### config.mk
export PLATFORM = sky130hd
export DESIGN_NAME = fc_relu_collector
export DESIGN_NICKNAME = d
export VERILOG_FILES = /design/src/rtl/fc_relu_collector_pkg.sv /design/src/rtl/fc_relu_collector_relu.sv /design/src/rtl/fc_relu_collector.sv
export SDC_FILE = /design/constraint.sdc
export NUM_CORES = 2
export LEC_CHECK = 0
export CAP_MARGIN = 20
export CORE_AREA = 2 2 410 412
export DETAILED_ROUTE_END_ITERATION = 8
export DIE_AREA = 0 0 412 414
export PLACE_DENSITY = 0.57
export SLEW_MARGIN = 20
export SYNTH_ARGS = -nofsm -noshare
export SYNTH_HDL_FRONTEND = slang
export SYNTH_SLANG_ARGS = --single-unit
### constraint.sdc
create_clock -name clk -period 36.9 [get_ports clk]
set_clock_uncertainty 0.15 [all_clocks]
set_input_delay 7.38 -clock clk [delete_from_list [all_inputs] [get_ports clk]]
set_output_delay 7.38 -clock clk [all_outputs]
set_load 0.05 [all_outputs]
### src/rtl/fc_relu_collector_pkg.sv
// Shared definitions for the FC-layer output collector.
//   state_t     : collector FSM states (wait for settle, stream, done)
//   FP_*        : IEEE-754 single-precision field constants
//   fp_relu()   : float ReLU on a single-precision word (sign test only)
package fc_relu_collector_pkg;

  typedef enum logic [1:0] {
    ST_WAIT   = 2'd0,
    ST_STREAM = 2'd1,
    ST_DONE   = 2'd2
  } state_t;

  localparam int              FP_W        = 32;
  localparam int              FP_SIGN_BIT = FP_W - 1;
  localparam logic [FP_W-1:0] FP_ZERO     = '0;

  // Any sign-set word (negatives, -0.0, sign-set NaN) becomes +0.0.
  function automatic logic [FP_W-1:0] fp_relu(input logic [FP_W-1:0] v);
    return v[FP_SIGN_BIT] ? FP_ZERO : v;
  endfunction

endpackage

### src/rtl/fc_relu_collector_relu.sv
// fp_relu_unit: combinational float ReLU for one DATA_WIDTH lane.
// Build option: FC_COLLECT_RELU_EN defined -> sign-set words forced to zero;
//               undefined -> word passes through unchanged.
// Ports:
//   i_val  in  DATA_WIDTH  raw node value
//   o_val  out DATA_WIDTH  activated node value
module fp_relu_unit
  import fc_relu_collector_pkg::*;
#(
  parameter int DATA_WIDTH = FP_W
) (
  input  logic [DATA_WIDTH-1:0] i_val,
  output logic [DATA_WIDTH-1:0] o_val
);

`ifdef FC_COLLECT_RELU_EN
  // Sign test only; +NaN and +Inf pass untouched.
  assign o_val = i_val[DATA_WIDTH-1] ? '0 : i_val;
`else
  assign o_val = i_val;
`endif

endmodule

### src/rtl/fc_relu_collector.sv
// fc_relu_collector: waits SETTLE_CYCLES edges after reset release, snapshots
// the FC layer's parallel output vector (through an optional float ReLU) and
// streams it one node per valid/ready transfer.
// Build option: FC_COLLECT_RELU_EN (see fp_relu_unit).
// Ports:
//   clk        in  1                       clock, rising edge
//   reset      in  1                       async, active-high
//   output_fc  in  DATA_WIDTH*OUTPUT_NODES node i at [DATA_WIDTH*i +: DATA_WIDTH]
//   out_data   out DATA_WIDTH              current streamed node value
//   out_idx    out IDX_W                   node index of out_data
//   out_valid  out 1                       stream word valid
//   out_ready  in  1                       downstream accepts the word
//   out_last   out 1                       word is node OUTPUT_NODES-1
//   busy       out 1                       in WAIT or STREAM
//   done       out 1                       in DONE
module fc_relu_collector
  import fc_relu_collector_pkg::*;
#(
  parameter int DATA_WIDTH    = 32,
  parameter int INPUT_NODES   = 100,
  parameter int OUTPUT_NODES  = 32,
  parameter int PE_LATENCY    = 2,
  parameter int SETTLE_CYCLES = INPUT_NODES + PE_LATENCY + 1,
  localparam int IDX_W = (OUTPUT_NODES > 1) ? $clog2(OUTPUT_NODES) : 1
) (
  input  logic                               clk,
  input  logic                               reset,
  input  logic [DATA_WIDTH*OUTPUT_NODES-1:0] output_fc,
  output logic [DATA_WIDTH-1:0]              out_data,
  output logic [IDX_W-1:0]                   out_idx,
  output logic                               out_valid,
  input  logic                               out_ready,
  output logic                               out_last,
  output logic                               busy,
  output logic                               done
);

  localparam int CNT_W = $clog2(SETTLE_CYCLES + 1);

  state_t                                 r_state, w_state_nxt;
  logic [CNT_W-1:0]                       r_cnt;
  logic [IDX_W-1:0]                       r_idx;
  logic [OUTPUT_NODES-1:0][DATA_WIDTH-1:0] r_buf;
  logic [OUTPUT_NODES-1:0][DATA_WIDTH-1:0] w_raw, w_act;
  logic                                   w_capture, w_xfer, w_last;

  assign w_raw = output_fc;

  for (genvar g = 0; g < OUTPUT_NODES; g++) begin : g_lane
    fp_relu_unit #(.DATA_WIDTH(DATA_WIDTH)) u_relu (
      .i_val (w_raw[g]),
      .o_val (w_act[g])
    );
  end

  // Counter holds edges seen so far; capture on the SETTLE_CYCLES-th edge.
  assign w_capture = (r_state == ST_WAIT) && (r_cnt == CNT_W'(SETTLE_CYCLES - 1));
  assign w_last    = (r_idx == IDX_W'(OUTPUT_NODES - 1));
  assign w_xfer    = (r_state == ST_STREAM) && out_ready;

  always_ff @(posedge clk or posedge reset) begin
    if (reset) r_state <= ST_WAIT;
    else       r_state <= w_state_nxt;
  end

  always_comb begin
    w_state_nxt = r_state;
    case (r_state)
      ST_WAIT:   if (w_capture)          w_state_nxt = ST_STREAM;
      ST_STREAM: if (w_xfer && w_last)   w_state_nxt = ST_DONE;
      ST_DONE:                           w_state_nxt = ST_DONE;
      default:                           w_state_nxt = ST_WAIT;
    endcase
  end

  always_ff @(posedge clk or posedge reset) begin
    if (reset) begin
      r_cnt <= '0;
      r_idx <= '0;
      r_buf <= '0;
    end else begin
      if (r_state == ST_WAIT && r_cnt != CNT_W'(SETTLE_CYCLES))
        r_cnt <= r_cnt + 1'b1;
      // Buffer is written only here, so later output_fc changes are ignored.
      if (w_capture) begin
        r_buf <= w_act;
        r_idx <= '0;
      end
      // Index stays on the last node after the final transfer.
      if (w_xfer && !w_last)
        r_idx <= r_idx + 1'b1;
    end
  end

  // Outputs come straight from registered state, so they hold under backpressure.
  assign out_valid = (r_state == ST_STREAM);
  assign out_idx   = r_idx;
  assign out_data  = r_buf[r_idx];
  assign out_last  = out_valid && w_last;
  assign busy      = (r_state != ST_DONE);
  assign done      = (r_state == ST_DONE);

endmodule

==> results.ini <==
[outcome]
status = finished, final reports clean

[flow_run]
cap_viol_max_count = 0

[detailed_routing]
dr.pass1.iters = 5
wire_per_inst_um = 28.0
via_count = 32700
drt_iter0_drc = 2030
wl_um = 190000
ant_nets = 0
viasPerCell = 4.84
route.detailed.drc = 0

[worst_setup_path]
critPathLaunchType = flop
critical_path_class = reg -> out
r2r_slack_ns = 30.28
path_max_fanout = 103
required_ns = 29.37
critPathArrivalTime_ns = 6.97
cp-end-kind = output pin

[global_route]
grt_usage = 0.217
grt_pass1_vias = 34300
antenna_found_initial = 95
grt_pass1_wl_um = 263000
overflow = 0
grt_max_degree = 166

[clock_tree]
cts_tree = yes
cts.repair.resized = 0
insertion_delay_ns = 0.76
cts-htree-levels = 3
path_clk_slew_ns = 0.06
hold_buffers = 0
clock_sinks = 1038
root_buffer = clkbuf_16
ctsLongestPathBuffers = 3
postCtsSetupBuffers = 0
cts_buffers = 120

[power_and_ir_drop]
cellLeakagePower_nw = 28.5
switching_share = 0.223
max-vdd-ir-drop_v = 0.0000420
comb_power_share = 0.054
p_seq_frac = 0.450
total_power_mw = 2.53
p_clk_frac = 0.496
intPower_mw = 1.97
p_sw_uw = 565
powerDensity_nw_per_um2 = 39.3

[floorplanning]
rows = 150
die_x_um = 412
initial_core_util = 0.285
die_height_um = 414
ios = 1068
core_area_um2 = 166000
die-area_um2 = 171000

[yosys]
syn-cell-area_um2 = 47400
yosys-top-cells-area = dfrtp_1, mux2_2, mux2i_1, mux2_1, a22oi_1
synth_cell_types = 32
syn-num-nets = 4431
synthCells = 3397
synth_ff_type = dfrtp_1
avgSynthCellArea_um2 = 14.0
synth_top_area_frac = 0.548
yosys_warnings = 0
async_reset_ff_frac = 1.00
synth_edf_count = 0
synth_top_area_cell = dfrtp_1
synthTopCellsByCount = dfrtp_1, mux2_2, mux2i_1, nand2_1, mux2_1
synth_most_common_cell = dfrtp_1
synth-seq-cells = 1038
synth.yosys.seq_area_share = 0.548

[timing]
finalSetupTns_ns = 0
fin_ws_ns = 22.40
finalHoldViolCount = 0
min_period_ns = 14.50
worst_pin_slew_ns = 1.24
slew_violations = 0
timing.fmax_ghz = 0.0690
setup-violations-final = 0
slew_headroom = 0.171
post-route-period-util = 0.393
whs_ns = 0.327
rsz0062_at_grt = no

[place]
post-dp-hpwl_um = 144000
gp_congestion = 0.857
dpl_worst_slack_ns = 23.07
portBuffers = 1067

[layout]
nets = 5444
utilization = 0.387
drive_gt1_frac = 0.268
syn2layout_area_growth_pct = 35.8

[hold_path]
hold_path.class = reg -> reg

==> power by group through the flow <==
stage,clock (mW),sequential (mW),combinational [mW]
after detailed placement,0,1.16,0.139
after CTS,1.29,1.14,0.140
after global placement,0,1.16,0.139
final,1.26,1.14,0.138
after floorplan,0,1.16,0.0173
after global routing,1.34,1.14,0.148
==> registers in the layout (all words and copies together), names as in the netlist <==
register  count
out_idx       5
r_buf      1024
r_cnt         7
r_state       2
==> metrics by stage <==
step                cell area, um2  cells
global placement             60100   6492
CTS                          64300   6716
finish                       64400   6764
detailed placement           60100   6492
floorplan                    47400   3397
global route                 64300   6747
==> cell type report <==
class | instances | area, um2
Sequential cell | 1038 | 26000
Clock buffer | 165 | 3440
Timing Repair Buffer | 1132 | 11300
Tap cell | 2204 | 2760
Inverter | 7 | 33.8
Fill cell | 16100 | 102000
Clock inverter | 59 | 728
Antenna cell | 48 | 120
Multi-Input combinational cell | 2111 | 20100
==> layer usage <==
| layer | track usage | up-vias | routed length, um |
|---|---|---|---|
| li1 | - | 14500 | - |
| met1 | 0.264 | 16800 | 75700 |
| met2 | 0.356 | 1062 | 90900 |
| met3 | 0.0778 | 291 | 16500 |
| met4 | 0.0697 | 78 | 5960 |
| met5 | 0 | - | 469 |
==> cell families (layout without fill, tap and decap cells) <==
logic type      after synthesis  in the layout  synth area share
xor+xnor                      5              5          0.000923
mux                        1539           1539             0.352
buf+inv                     248           1363            0.0302
flops                      1038           1038             0.548
fa+ha+maj                     7              7           0.00185
other cells                   0             48                 0
simple gates                261            261            0.0249
compound gates              299            299            0.0427
==> worst max-delay path, stage by stage, from the launching register on <==
cell	delay (ns)
dfrtp_4	0.80
buf_12	0.53
buf_4	0.91
buf_4	0.64
buf_4	0.80
mux2i_1	0.18
a22oi_1	0.23
nand3_1	0.27
nand3_1	0.24
clkdlybuf4s50_1	0.99
==> final timing paths <==
kind / cells past startpoint / endpoint / start
hold / removal: 1 / r_cnt[6] / r_cnt[6]
hold reg to reg: 1 / r_cnt[6] / r_cnt[6]
setup / recovery: 9 / out_data[14] / out_idx[1]
max in group asynchronous: 5 / r_buf[117] / reset
min in group asynchronous: 2 / r_buf[503] / reset
setup reg to reg: 10 / r_buf[999] / r_state[0]
==> placed cells by master (no fill, tap or decap), drive strengths merged, types with 4 or more instances in the layout <==
cell type      synthesis  routed
a21oi                 99      99
clkinvlp               0       5
inv                    7      13
ha                     7       7
a22oi                 96      96
nor2                   8       8
clkbuf                50     165
dfrtp               1038    1038
diode                  0      48
o21ai                  6       6
bufinv                 0      11
mux2                1025    1025
nand3                 99      99
xnor2                  4       4
clkinv                 0      37
nand2                109     109
mux2i                514     514
nor3                  33      33
a31oi                 32      32
a22o                  64      64
buf                  191      65
clkdlybuf4s50          0    1067
No activity file was read; power rests on OpenSTA's default activity.
